`src/rtl/i2s_rx_dsp_channel.sv`:
```
// DSP/PCM-mode I2S receive channel: frame-sync triggered deserialiser for ch0/ch1 into a 2-entry buffer.
// Optional: define I2S_RX_DSP_SIGN_EXT_EN to sign-extend words above bit N-1.

module i2s_rx_dsp_lane #(
  parameter int DATA_W = 32
) (
  input  logic              sck_i,
  input  logic              rstn_i,
  input  logic              keep,
  input  logic              din,
  input  logic [4:0]        idx,
  output logic [DATA_W-1:0] word
);
  logic [DATA_W-1:0] acc;

  // Bits accumulate only while a frame is mid-flight; any other edge wipes the partial word.
  always_ff @(posedge sck_i or negedge rstn_i) begin
    if (!rstn_i)   acc <= '0;
    else if (keep) acc[idx] <= din;
    else           acc <= '0;
  end

  always_comb begin
    word      = acc;
    word[idx] = din;
  end
endmodule

module i2s_rx_dsp_channel #(
  parameter int DATA_W   = 32,
  parameter int OFFSET_W = 9
) (
  input  logic                sck_i,
  input  logic                rstn_i,
  input  logic                i2s_ch0_i,
  input  logic                i2s_ch1_i,
  input  logic                i2s_ws_i,
  output logic [DATA_W-1:0]   fifo_data_o,
  output logic                fifo_data_valid_o,
  input  logic                fifo_data_ready_i,
  output logic                fifo_err_o,
  input  logic                cfg_en_i,
  input  logic                cfg_2ch_i,
  input  logic [4:0]          cfg_num_bits_i,
  input  logic                cfg_lsb_first_i,
  input  logic [OFFSET_W-1:0] cfg_slave_dsp_offset_i
);
  localparam int NUM_LANES = 2;

  typedef enum logic [1:0] {IDLE, WAIT_WS, OFFSET, RUN} state_t;

  state_t                             state, state_nxt, start_st;
  logic [OFFSET_W-1:0]                off_cnt;
  logic [4:0]                         bit_cnt, bit_idx;
  logic                               last, start, smp, keep, done;
  logic [NUM_LANES-1:0][DATA_W-1:0]   lane_word, word_ext;
  logic [1:0][DATA_W-1:0]             buf_q, buf_n;
  logic [1:0]                         cnt, cnt_p, cnt_n;
  logic                               pop, fits, push, err_nxt;

  assign last     = (state == RUN) && (bit_cnt == cfg_num_bits_i);
  // A sync pulse in any framing state (including the last-bit edge) opens a new frame.
  assign start    = cfg_en_i && i2s_ws_i && (state != IDLE);
  assign smp      = cfg_en_i && (state == RUN) && (!i2s_ws_i || last);
  assign keep     = smp && !last;
  assign done     = cfg_en_i && last;
  assign start_st = (cfg_slave_dsp_offset_i != '0) ? OFFSET : RUN;
  assign bit_idx  = cfg_lsb_first_i ? bit_cnt : (cfg_num_bits_i - bit_cnt);

  always_ff @(posedge sck_i or negedge rstn_i) begin
    if (!rstn_i) state <= IDLE;
    else         state <= state_nxt;
  end

  always_comb begin
    state_nxt = state;
    if (!cfg_en_i) state_nxt = IDLE;
    else begin
      unique case (state)
        IDLE:    state_nxt = WAIT_WS;
        WAIT_WS: if (start) state_nxt = start_st;
        OFFSET:  if (start) state_nxt = start_st;
                 else if (off_cnt == '0) state_nxt = RUN;
        RUN:     if (start) state_nxt = start_st;
                 else if (last) state_nxt = WAIT_WS;
      endcase
    end
  end

  always_ff @(posedge sck_i or negedge rstn_i) begin
    if (!rstn_i) begin
      off_cnt <= '0;
      bit_cnt <= '0;
    end else if (!cfg_en_i) begin
      off_cnt <= '0;
      bit_cnt <= '0;
    end else if (start) begin
      off_cnt <= cfg_slave_dsp_offset_i - OFFSET_W'(1);
      bit_cnt <= '0;
    end else if (state == OFFSET) begin
      off_cnt <= off_cnt - OFFSET_W'(1);
    end else if (keep) begin
      bit_cnt <= bit_cnt + 5'd1;
    end
  end

  i2s_rx_dsp_lane #(.DATA_W(DATA_W)) u_lane [NUM_LANES-1:0] (
    .sck_i  (sck_i),
    .rstn_i (rstn_i),
    .keep   (keep),
    .din    ({i2s_ch1_i, i2s_ch0_i}),
    .idx    (bit_idx),
    .word   (lane_word)
  );

  always_comb begin
    word_ext = lane_word;
`ifdef I2S_RX_DSP_SIGN_EXT_EN
    for (int l = 0; l < NUM_LANES; l++)
      for (int i = 0; i < DATA_W; i++)
        if (i > int'(cfg_num_bits_i)) word_ext[l][i] = lane_word[l][cfg_num_bits_i];
`endif
  end

  // Free space counts a same-cycle pop, so a full buffer being drained still takes a word.
  assign pop     = (cnt != 2'd0) && fifo_data_ready_i;
  assign cnt_p   = cnt - {1'b0, pop};
  assign fits    = cfg_2ch_i ? (cnt_p == 2'd0) : (cnt_p != 2'd2);
  assign push    = done && fits;
  assign err_nxt = done && !fits;

  always_comb begin
    buf_n = buf_q;
    cnt_n = cnt_p;
    if (pop) buf_n[0] = buf_q[1];
    if (push) begin
      if (cnt_p == 2'd0) begin
        buf_n[0] = word_ext[0];
        if (cfg_2ch_i) begin
          buf_n[1] = word_ext[1];
          cnt_n    = 2'd2;
        end else begin
          cnt_n    = 2'd1;
        end
      end else begin
        buf_n[1] = word_ext[0];
        cnt_n    = 2'd2;
      end
    end
  end

  always_ff @(posedge sck_i or negedge rstn_i) begin
    if (!rstn_i) begin
      buf_q      <= '0;
      cnt        <= '0;
      fifo_err_o <= 1'b0;
    end else if (!cfg_en_i) begin
      buf_q      <= '0;
      cnt        <= '0;
      fifo_err_o <= 1'b0;
    end else begin
      buf_q      <= buf_n;
      cnt        <= cnt_n;
      fifo_err_o <= err_nxt;
    end
  end

  assign fifo_data_o       = buf_q[0];
  assign fifo_data_valid_o = (cnt != 2'd0);
endmodule

```
`config.mk`:
```
export PLATFORM = sky130hd
export DESIGN_NAME = i2s_rx_dsp_channel
export DESIGN_NICKNAME = d
export VERILOG_FILES = /design/src/rtl/i2s_rx_dsp_channel.sv
export SDC_FILE = /design/constraint.sdc
export NUM_CORES = 1
export LEC_CHECK = 0
export ABC_AREA = 1
export CAP_MARGIN = 40
export CELL_PAD_IN_SITES_DETAIL_PLACEMENT = 0
export CELL_PAD_IN_SITES_GLOBAL_PLACEMENT = 2
export CORE_MARGIN = 2
export CORE_UTILIZATION = 35
export CTS_CLUSTER_SIZE = 12
export DETAILED_ROUTE_END_ITERATION = 6
export GPL_ROUTABILITY_DRIVEN = 0
export HOLD_SLACK_MARGIN = 0.02
export PLACE_DENSITY_LB_ADDON = 0.1
export SLEW_MARGIN = 10
export SYNTH_ARGS = -nofsm -noshare
export SYNTH_HDL_FRONTEND = slang
export SYNTH_SLANG_ARGS = --single-unit
```
`constraint.sdc`:
```
create_clock -name sck_i -period 3.1 [get_ports sck_i]
set_input_delay 0.93 -clock sck_i [delete_from_list [all_inputs] [get_ports sck_i]]
set_output_delay 0.93 -clock sck_i [all_outputs]
set_load 0.03 [all_outputs]
```
# Word-level counts from Yosys, hierarchy flattened
# Index checks and enable logic that the tools add are counted.
[word_totals]
register_bits = 147
inputBits = 23
output_inout_bits = 34
word_cells = 87
[op_classes]
add_sub_neg = 5
magnitude_cmp = 2
n_eq_ne = 13
n_mux = 34
n_reduce_logical = 24
[op_table]
columns = ["op", "n"]
rows = [
  ["32-bit two-way mux", 6],
  ["64-bit two-way mux", 2],
  ["32-bit bitwise mux", 2],
  ["9-bit two-way mux", 3],
  ["5-bit two-way mux", 5],
  ["2-bit two-way mux", 10],
  ["9-bit by 1-bit subtractor with 9-bit output, second input constant", 2],
  ["1-bit logical AND", 11],
  ["9-bit logical NOT", 1],
  ["3-bit != test, second input constant", 3],
  ["9-bit nonzero test", 1],
  ["4-bit != test, second input constant", 2],
  ["2-bit one-hot mux with 4 select lines", 1],
  ["5-bit by 6-bit < comparator with 1-bit output, second input constant", 1],
  ["5-bit by 1-bit adder with 5-bit output, second input constant", 1],
  ["1-bit demux with 5-bit select", 1],
  ["5-bit equality test", 1],
  ["5-bit by 1-bit >= comparator with 1-bit output, second input constant", 1],
  ["5-bit subtractor", 1],
  ["2-bit equality test, second input constant", 2],
  ["2-bit logical NOT", 2],
  ["1-bit two-way mux", 4],
  ["2-bit AND reduction", 2],
  ["2-bit nonzero test", 2],
  ["other kinds (9)", 11],
]

# Logic depth before layout (Yosys ltp)
# Gate-level depths: netlist (run 1).
[logic_depth]
ltp_word = 11
mapped_depth = 16
mapped_depth_nobuf = 15

# By module
# From an unflattened synthesis (run 1), not the netlist that was laid out.
[unflattened]
cells_unflattened = 1286
hier_area_um2 = 8822.2
[by_module_without_submodules]
columns = ["mod", "n_inst", "cells_each", "area_each_um2", "seq_area_each_um2"]
rows = [
  ["i2s_rx_dsp_channel", 1, 742, 5048.6, 2077.0],
  ["i2s_rx_dsp_lane at u_lane[1]", 1, 272, 1903.1, 800.8],
  ["i2s_rx_dsp_lane at u_lane[0]", 1, 272, 1870.5, 800.8],
]

# Worst setup path after synthesis (run 1)
# OpenSTA, ideal clock, no wires.
[synth_timing]
path_type = "input -> register"
from = "input port fifo_data_ready_i"
to = "register buf_q[32] (netlist bit)"
setup_ns = 0.117
t_arrival_ns = 2.720
t_required_ns = 2.983
slack_ns = 0.263
cell_stages = 14
path_buffers = 2
path_cell_list = "nand2_1 -> inv_1 -> clkbuf_1 -> ha_1 -> inv_1 -> nor2_2 -> inv_2 -> o21ai_0 -> nand3_2 -> nor2_2 -> nor2_1 -> buf_2 -> nand2_1 -> nand2_1"
[synth_between]
elab_chain_cells = 7
elab_cells_between_ends = 12
cone_classes = "add/sub: 1; eq/ne: 3; mux: 4; reduce/logical: 4"
[synth_rtl]
columns = ["element", "line", "text"]
rows = [
  ["start, declared", "40", "input logic fifo_data_ready_i,"],
  ["1-bit logical AND (*)", "126", "assign pop = (cnt != 2'd0) && fifo_data_ready_i;"],
  ["2-bit by 1-bit subtractor with 2-bit output (*)", "127", "assign cnt_p = cnt - {1'b0, pop};"],
  ["2-bit != test or 2-bit logical NOT (tied branches)", "128, 137", ""],
  ["1-bit two-way mux", "128", "assign fits = cfg_2ch_i ? (cnt_p == 2'd0) : (cnt_p != 2'd2);"],
  ["1-bit logical AND", "129", "assign push = done && fits;"],
  ["2-bit by 1-bit != test with 1-bit output (no line)", "n/a", ""],
  ["2-bit AND reduction (no line)", "n/a", ""],
  ["end signal, assigned", "162", "buf_q <= buf_n;"],
  ["end, declared", "57", "logic [1:0][DATA_W-1:0] buf_q, buf_n;"],
]
# Mark *: on every way between the ends. The rest lies on a longest branch, timed or not. The select of a mux whose other input is x is not followed.
# A chain may end at the register's enable or synchronous reset.

# Final worst setup path (run 1)
[layout_timing]
from = "input port cfg_num_bits_i[1]"
to = "register buf_q[63] (netlist bit)"
[layout_between]
elab_chain_cells = 11
elab_cells_between_ends = 19
cone_classes = "add/sub: 1; order compare: 2; eq/ne: 2; mux: 9; reduce/logical: 5"
[layout_rtl]
columns = ["element", "line", "text"]
rows = [
  ["start, declared", "44", "input logic [4:0] cfg_num_bits_i,"],
  ["5-bit subtractor", "68", "assign bit_idx = cfg_lsb_first_i ? bit_cnt : (cfg_num_bits_i - bit_cnt);"],
  ["5-bit two-way mux", "68", ""],
  ["5-bit by 6-bit < comparator with 1-bit output (implied by the code) or 5-bit by 1-bit >= comparator with 1-bit output (tied branches)", "25", "word[idx] = din;"],
  ["1-bit logical AND (implied by the code)", "25", ""],
  ["1-bit two-way mux (implied by the code)", "25", ""],
  ["1-bit demux with 5-bit select", "n/a", ""],
  ["32-bit bitwise mux", "25", ""],
  ["32-bit two-way mux", "139", "if (cfg_2ch_i) begin"],
  ["32-bit two-way mux", "137", "if (cnt_p == 2'd0) begin"],
  ["64-bit two-way mux", "136", "if (push) begin"],
  ["64-bit two-way mux", "157", "end else if (!cfg_en_i) begin"],
]
# Parallel ways exist; a longest one is shown, timed or not. The select of a mux whose other input is x is not followed.

==> results of run 1 <==
==> repair_timing <==
| item | CTS | global route |
|---|---|---|
| hold endpoints to repair | 0 | 0 |
| buffers inserted | 0 | 7 |
| endpoints found under the setup margin | 0 | 95 |
| gates resized for setup | 0 | 14 |
==> layout make-up <==
| type | instances | area, µm² |
|---|---|---|
| repair buffers | 144 | 1500 |
| multi-input cells | 678 | 3950 |
| fillers | 2318 | 13100 |
| well taps | 319 | 399 |
| flip-flops and latches | 147 | 3680 |
| inverters | 46 | 175 |
| clock buffers | 21 | 470 |
| clock inverters | 10 | 123 |
==> stage by stage <==
stage	cell area (µm²)	power [mW]	util, %	TNS, ns
after global placement	9480	5.66	40.5	-32.98
after detailed placement	9480	5.68	40.5	-34.62
after CTS	10100	7.82	43.0	0
after global routing	10300	8.42	44.0	0
after floorplan	8340	4.63	-	0
final	10300	7.91	44.0	0
==> critical path, cell delays in order <==
cell and delay (ns):
sky130_fd_sc_hd__clkdlybuf4s50_1 0.47, sky130_fd_sc_hd__fa_2 0.60, sky130_fd_sc_hd__inv_2 0.04, sky130_fd_sc_hd__o21ai_4 0.21, sky130_fd_sc_hd__inv_2 0.09, sky130_fd_sc_hd__nor2_4 0.26
sky130_fd_sc_hd__buf_12 0.16, sky130_fd_sc_hd__nand4_1 0.14, sky130_fd_sc_hd__nand2_1 0.16, sky130_fd_sc_hd__nand3_2 0.09, sky130_fd_sc_hd__nand3_2 0.10, sky130_fd_sc_hd__nand2_1 0.05
==> sequential cells by signal (all words and copies together) (netlist names) <==
register     count
u_lane.acc      64
fifo_data_o     32
state            2
off_cnt          9
fifo_err_o       1
bit_cnt          5
buf_q           32
cnt              2
==> cell usage after synthesis (all sizes together) <==
library cell	n
nand2	183
dfrtp	147
nand3	109
nand4	101
buf	77
nor2	60
o21ai	54
inv	45
a21oi	37
or2	34
and2	32
o2111ai	32
clkbuf	24
o22ai	8
ha	7
xor2	5
nor3	3
a31oi	2
nor4	2
a31o	1
a32oi	1
clkinv	1
fa	1
nand3b	1
o211ai	1
==> final timing paths <==
kind / startpoint / end / slack, ns
max: cfg_num_bits_i[1] / buf_q[63] / 0.11
min: rstn_i / buf_q[41] / 0.46
max reg2reg: bit_cnt[0] / buf_q[63] / 0.39
min reg2reg: buf_q[56] / buf_q[56] / 0.48
max in group asynchronous: rstn_i / u_lane[1].acc[10] / 1.75
min in group sck_i: buf_q[56] / buf_q[56] / 0.48
==> metal layers <==
layer / global-route usage [%] / part of all wire (%) / vias up
met3: 4.00 / 4.7 / 23
met2: 34.4 / 47 / 204
li1: - / - / 3501
met4: 6.35 / 1.7 / 0
met5: 0 / 0 / -
met1: 28.4 / 46 / 3634
==> power groups by stage <==
| stage | logic, mW | clock network [mW] | registers, mW |
|---|---|---|---|
| 5_1_grt | 3.87 | 2.25 | 2.30 |
| 2_1_floorplan | 2.38 | 0 | 2.26 |
| 3_5_place_dp | 3.38 | 0 | 2.30 |
| 6_report | 3.53 | 2.10 | 2.27 |
| 4_1_cts | 3.39 | 2.16 | 2.27 |
| 3_3_place_gp | 3.36 | 0 | 2.30 |
==> cell families after synthesis <==
group	share of synthesized area [%]
AOI/OAI and AO/OA	10.6
xor gates and xnor gates	0.525
adders and majority gates	1.29
buffers and inverters	9.84
DFF	44.1
and+or+nand+nor	33.6
==> qor.log, run 1 <==
INFO  outcome        outcome=finished, final reports clean
INFO  final_layout   finish.cell_count_without_fillers=1,365
INFO  clock_network  cts-htree-levels=4
INFO  final_layout   antenna_cells=0
INFO  floorplanning  die_w=158µm
INFO  run            maxCapViolations=0
INFO  final_layout   layout-drive-gt1-share=22.7%
INFO  global_route   pin_count_of_the_biggest_net_entering_global_routing=56
INFO  global_route   grt_first_pass_wirelength=40,400µm
INFO  power          power.clock.fraction=26.6%
INFO  global_route   grt_overflow_total=0
INFO  sta            finalSetupViolCount=0
INFO  global_route   grt_pass1_vias=7,353
INFO  placement      dp.final_hpwl=15,400µm
INFO  floorplanning  start_util=35.6%
INFO  floorplanning  die_y=158µm
INFO  yosys          ys_warn_count=0
INFO  clock_network  cts_tree=built
INFO  power          combPwrFrac=44.7%
INFO  sta            fin_worst_hold_slack=0.462ns
INFO  floorplanning  core_area=23,400µm²
INFO  yosys          syn_nets=999
INFO  sta            number_of_failing_hold_endpoints_at_the_final_stage=0
INFO  sta            drv_slew=0
INFO  power          vdd.ir_drop.worst=760µV
INFO  sta            rsz_0062_raised_after_global_routing=no
INFO  route          detailedRoute.firstIterationViolations=529
INFO  clock_network  clkLatencyLatePin=0.42ns
INFO  placement      io_buffer_count=56
INFO  route          via_count=7,362
INFO  clock_network  cts_hold_buffers=0
INFO  yosys          synth_sequential_area_ratio=44.1%
INFO  power          leakage=4.57nW
INFO  worst_setup_path timing.setup.critical_path_class=primary input to register
INFO  route          drc_errors=0
INFO  final_layout   area_growth_syn_to_layout=23.4%
INFO  worst_setup_path critical_path_required=3.41ns
INFO  worst_setup_path crit_path_end_kind=register
INFO  placement      numPlacedInstances=1,320
INFO  clock_network  clockRootBuffer=sky130_fd_sc_hd__clkbuf_16
INFO  power          switching_share=39.7%
INFO  worst_setup_path maximum_fanout_count_along_the_critical_path=7
INFO  worst_setup_path worst-endpoint-arrival=3.31ns
INFO  sta            period_needed=2.99ns
INFO  yosys          synth.top_cell.area_share=44.1%
INFO  sta            timing.fmax=334MHz
INFO  global_route   antenna_found_initial=0
INFO  floorplanning  std_cell_rows=56
INFO  placement      dp_worst_setup_slack=-0.363ns
INFO  clock_network  clock_sink_count=147
INFO  clock_network  cts-buffers-inserted=17
INFO  route          routed_wl=25,900µm
INFO  yosys          post_synth.cell_area_avg=8.62µm²
INFO  yosys          yosys.cell_types.count=46
INFO  hold_path      class_of_the_tightest_hold_or_removal_check=primary input to async pin
INFO  final_layout   mostFrequentLayoutCells=174 x sky130_fd_sc_hd__nand2_1, 147 x sky130_fd_sc_hd__dfrtp_1, 101 x sky130_fd_sc_hd__nand3_1
INFO  yosys          synth_largest_area_cell=sky130_fd_sc_hd__dfrtp_1
INFO  route          avgRoutedWirePerCell=19.0µm
INFO  worst_setup_path reg2reg_depth=13
INFO  yosys          synth_instances=968
INFO  yosys          ys_seq_elements=147
INFO  final_layout   most_common_cell_after_layout_fill_and_taps_aside=sky130_fd_sc_hd__nand2_1
INFO  final_layout   final_net_count=1,065
INFO  floorplanning  top_level_ports=57
INFO  floorplanning  fp.dieArea=25,100µm²
INFO  yosys          post_synth_main_area_contributors=sky130_fd_sc_hd__dfrtp_1 44%, sky130_fd_sc_hd__nand2_1 7.9%, sky130_fd_sc_hd__nand4_1 6.8%
INFO  sta            post-route-period-util=96.6%
INFO  route          ant_nets=0
INFO  power          internal_dissipation=4.77mW
INFO  yosys          post_synth_instance_area=8340µm²
INFO  clock_network  clock_tree.buffer_depth=2
INFO  sta            worst-slew-pin-transition=0.568ns
INFO  sta            finClkSkew=0.0132ns
INFO  global_route   overall_routing_resource_usage=21.1%
INFO  route          routed_via_density=5.39
INFO  worst_setup_path start_kind=primary input
INFO  clock_network  clock_slew_seen_by_the_registers_of_the_worst_setup_and_hold_paths=0.07ns
INFO  sta            timing.max_slew.rel_slack=62.2%
INFO  route          drtPass1Iterations=5
INFO  power          p_switching=3.13mW
INFO  sta            post-route-worst-setup-slack=0.107ns
INFO  power          power_per_cell_area=768nW/µm²
INFO  power          power_frac_seq=28.7%
Note: power is estimated with default switching activity, not from simulation.
==> run 2, diff against run 1 <==
PLACE_DENSITY = 0.84   (was default)
PLACE_DENSITY_LB_ADDON = default   (was 0.1)
==> run 2 against run 1 <==
Hold slack better by 0.0076 ns. Worst setup slack better by 0.053 ns. Largest cell class unchanged. Sequential power about the same. Highest routed layer unchanged. Die area stayed put. Flip-flop and latch count unchanged. Via count fell by 6.4%. Wire length down 14%.
==> qor.log, run 2 (same netlist as run 1, synthesis figures left out) <==
INFO  outcome        outcome=finished, final reports clean
INFO  route          detailedRoute.firstIterationViolations=522
INFO  run            maxCapViolations=0
INFO  route          drc_errors=0
INFO  global_route   pin_count_of_the_biggest_net_entering_global_routing=70
INFO  global_route   antenna_found_initial=0
INFO  final_layout   most_common_cell_after_layout_fill_and_taps_aside=sky130_fd_sc_hd__nand2_1
INFO  clock_network  cts-htree-levels=4
INFO  floorplanning  core_area=23,400µm²
INFO  final_layout   area_growth_syn_to_layout=19.4%
INFO  power          vdd.ir_drop.worst=803µV
INFO  worst_setup_path crit_top_cell=sky130_fd_sc_hd__inv_1
INFO  floorplanning  top_level_ports=57
INFO  sta            post-route-worst-setup-slack=0.160ns
INFO  clock_network  clock_slew_seen_by_the_registers_of_the_worst_setup_and_hold_paths=0.06ns
INFO  worst_setup_path reg2reg_from=bit_cnt[0]
INFO  route          avgRoutedWirePerCell=16.6µm
INFO  sta            rsz_0062_raised_after_global_routing=no
INFO  floorplanning  std_cell_rows=56
INFO  clock_network  clockRootBuffer=sky130_fd_sc_hd__clkbuf_16
INFO  placement      dp.final_hpwl=13,800µm
INFO  final_layout   finish.cell_count_without_fillers=1,342
INFO  sta            post-route-period-util=94.8%
INFO  power          leakage=4.39nW
INFO  clock_network  clock_tree.buffer_depth=2
INFO  sta            finClkSkew=0.0105ns
INFO  worst_setup_path cp_top_family=buffers and inverters
INFO  global_route   overall_routing_resource_usage=19.0%
INFO  final_layout   largest_register_ffs=64
INFO  route          ant_nets=0
INFO  worst_setup_path critical_path_required=3.41ns
INFO  floorplanning  start_util=35.6%
INFO  final_layout   fillers=2,365
INFO  sta            drv_slew=0
INFO  worst_setup_path timing.critical_path.cells=clkdlybuf4s50_1 > inv_1 > ha_1 > inv_1 > fa_1 > inv_1 > o21ai_4 > inv_2 > nor2_4 > buf_12 > nand4_1 > nand2_1 > nand3_1 > nand3_1 > nand2_1
INFO  sta            number_of_failing_hold_endpoints_at_the_final_stage=0
INFO  floorplanning  fp.dieArea=25,100µm²
INFO  power          power_per_cell_area=759nW/µm²
INFO  clock_network  cts_tree=built
INFO  final_layout   mostFrequentLayoutCells=175 x sky130_fd_sc_hd__nand2_1, 147 x sky130_fd_sc_hd__dfrtp_1, 105 x sky130_fd_sc_hd__nand3_1
INFO  placement      dp_worst_setup_slack=-0.269ns
INFO  final_layout   antenna_cells=0
INFO  route          routed_wl=22,300µm
INFO  floorplanning  die_y=158µm
INFO  worst_setup_path crit_buf_inv=6
INFO  final_layout   register_with_the_most_flip_flops=u_lane.acc
INFO  final_layout   regArea=3680µm²
INFO  hold_path      worstHoldStart=buf_q[40]
INFO  sta            timing.fmax=340MHz
INFO  power          post-layout-total-power=7.56mW
INFO  final_layout   layout.core_utilization=42.6%
INFO  sta            finalSetupViolCount=0
INFO  hold_path      class_of_the_tightest_hold_or_removal_check=register to register
INFO  sta            fin_worst_hold_slack=0.470ns
INFO  worst_setup_path worstSetupStartpoint=cfg_num_bits_i[0]
INFO  worst_setup_path critical_path.slowest_cell=sky130_fd_sc_hd__fa_1
INFO  placement      io_buffer_count=56
INFO  route          drtPass1Iterations=5
INFO  clock_network  cts-buffers-inserted=17
INFO  route          via_count=6,888
INFO  placement      numPlacedInstances=1,310
INFO  worst_setup_path crit_path_end_kind=register
INFO  worst_setup_path start_kind=primary input
INFO  sta            timing.max_slew.rel_slack=55.1%
INFO  worst_setup_path maximum_fanout_count_along_the_critical_path=13
INFO  clock_network  clkLatencyLatePin=0.43ns
INFO  worst_setup_path critPathMaxStageDelay=0.48ns
INFO  route          routed_via_density=5.13
INFO  final_layout   stdcell_area=9960µm²
INFO  worst_setup_path timing.setup.critical_path_class=primary input to register
INFO  sta            timing.setup.tns=0ns
INFO  sta            period_needed=2.94ns
INFO  final_layout   layout-drive-gt1-share=19.9%
INFO  clock_network  cts_hold_buffers=0
INFO  worst_setup_path worst-endpoint-arrival=3.25ns
INFO  floorplanning  die_w=158µm
INFO  global_route   grt_pass1_vias=6,774
INFO  final_layout   multi_input_area=3850µm²
INFO  clock_network  clock_sink_count=147
INFO  clock_network  cts_setup_buffers=0
INFO  clock_network  post_cts.resized_instances=0
INFO  sta            worst-slew-pin-transition=0.674ns
INFO  global_route   grt_overflow_total=0
INFO  final_layout   final_net_count=1,041
INFO  global_route   grt_first_pass_wirelength=37,100µm
INFO  placement      placement.cell_area=9390µm²
[run 2: cell count changes in the layout (fill, tap and decap cells not counted), moves of 2 or more]
cell,previous run,this run
sky130_fd_sc_hd__inv_2,9,7
sky130_fd_sc_hd__inv_6,2,6
sky130_fd_sc_hd__nand3_1,101,105
sky130_fd_sc_hd__clkbuf_16,20,17
sky130_fd_sc_hd__nand3_2,7,4
sky130_fd_sc_hd__inv_1,35,37
sky130_fd_sc_hd__buf_4,67,51
sky130_fd_sc_hd__nor2_4,6,3
[run 2: worst paths after layout]
kind | end | slack [ns] | depth (start not counted)
max in group asynchronous | fifo_data_o[9] | 1.85 | 2
setup / recovery | buf_q[47] | 0.16 | 15
min in group asynchronous | fifo_data_o[17] | 0.51 | 1
hold reg to reg | buf_q[40] | 0.47 | 2
hold / removal | buf_q[40] | 0.47 | 2
setup reg to reg | buf_q[47] | 0.58 | 13
[run 2: layer usage]
layer  global-route usage [%]  vias up  share of wire (%)
met4                     4.55        0               0.89
met2                     29.6      129                 45
met3                     2.94       14                3.4
met1                     27.6     3309                 51
met5                        0        -                  0
li1                         -     3436                  -
[run 2: area by class of cell]
class	count	area share (%)
multi-input cells	674	38.6
clock buffers	20	4.58
clock inverters	12	1.19
inverters	46	1.76
flip-flops and latches	147	36.9
repair buffers	124	12.9
well taps	319	4.01
[run 2: where the power goes]
group | internal, mW | switching (mW)
sequential | 2.13 | 0.128
clock | 1.16 | 0.882
combinational | 1.28 | 1.98
total | 4.57 | 2.99
[run 2: worst min-delay path: stages, from the launching register on]
cell                      delay (ns)
sky130_fd_sc_hd__dfrtp_1        0.34
sky130_fd_sc_hd__nand2_1        0.05
sky130_fd_sc_hd__nand2_1        0.05
==> run 3, diff against run 2 <==
ABC_CLOCK_PERIOD_IN_PS = 3100   (was default)
==> results of run 3 <==
The final DEF is identical to that of run 2; final timing and power are the same.
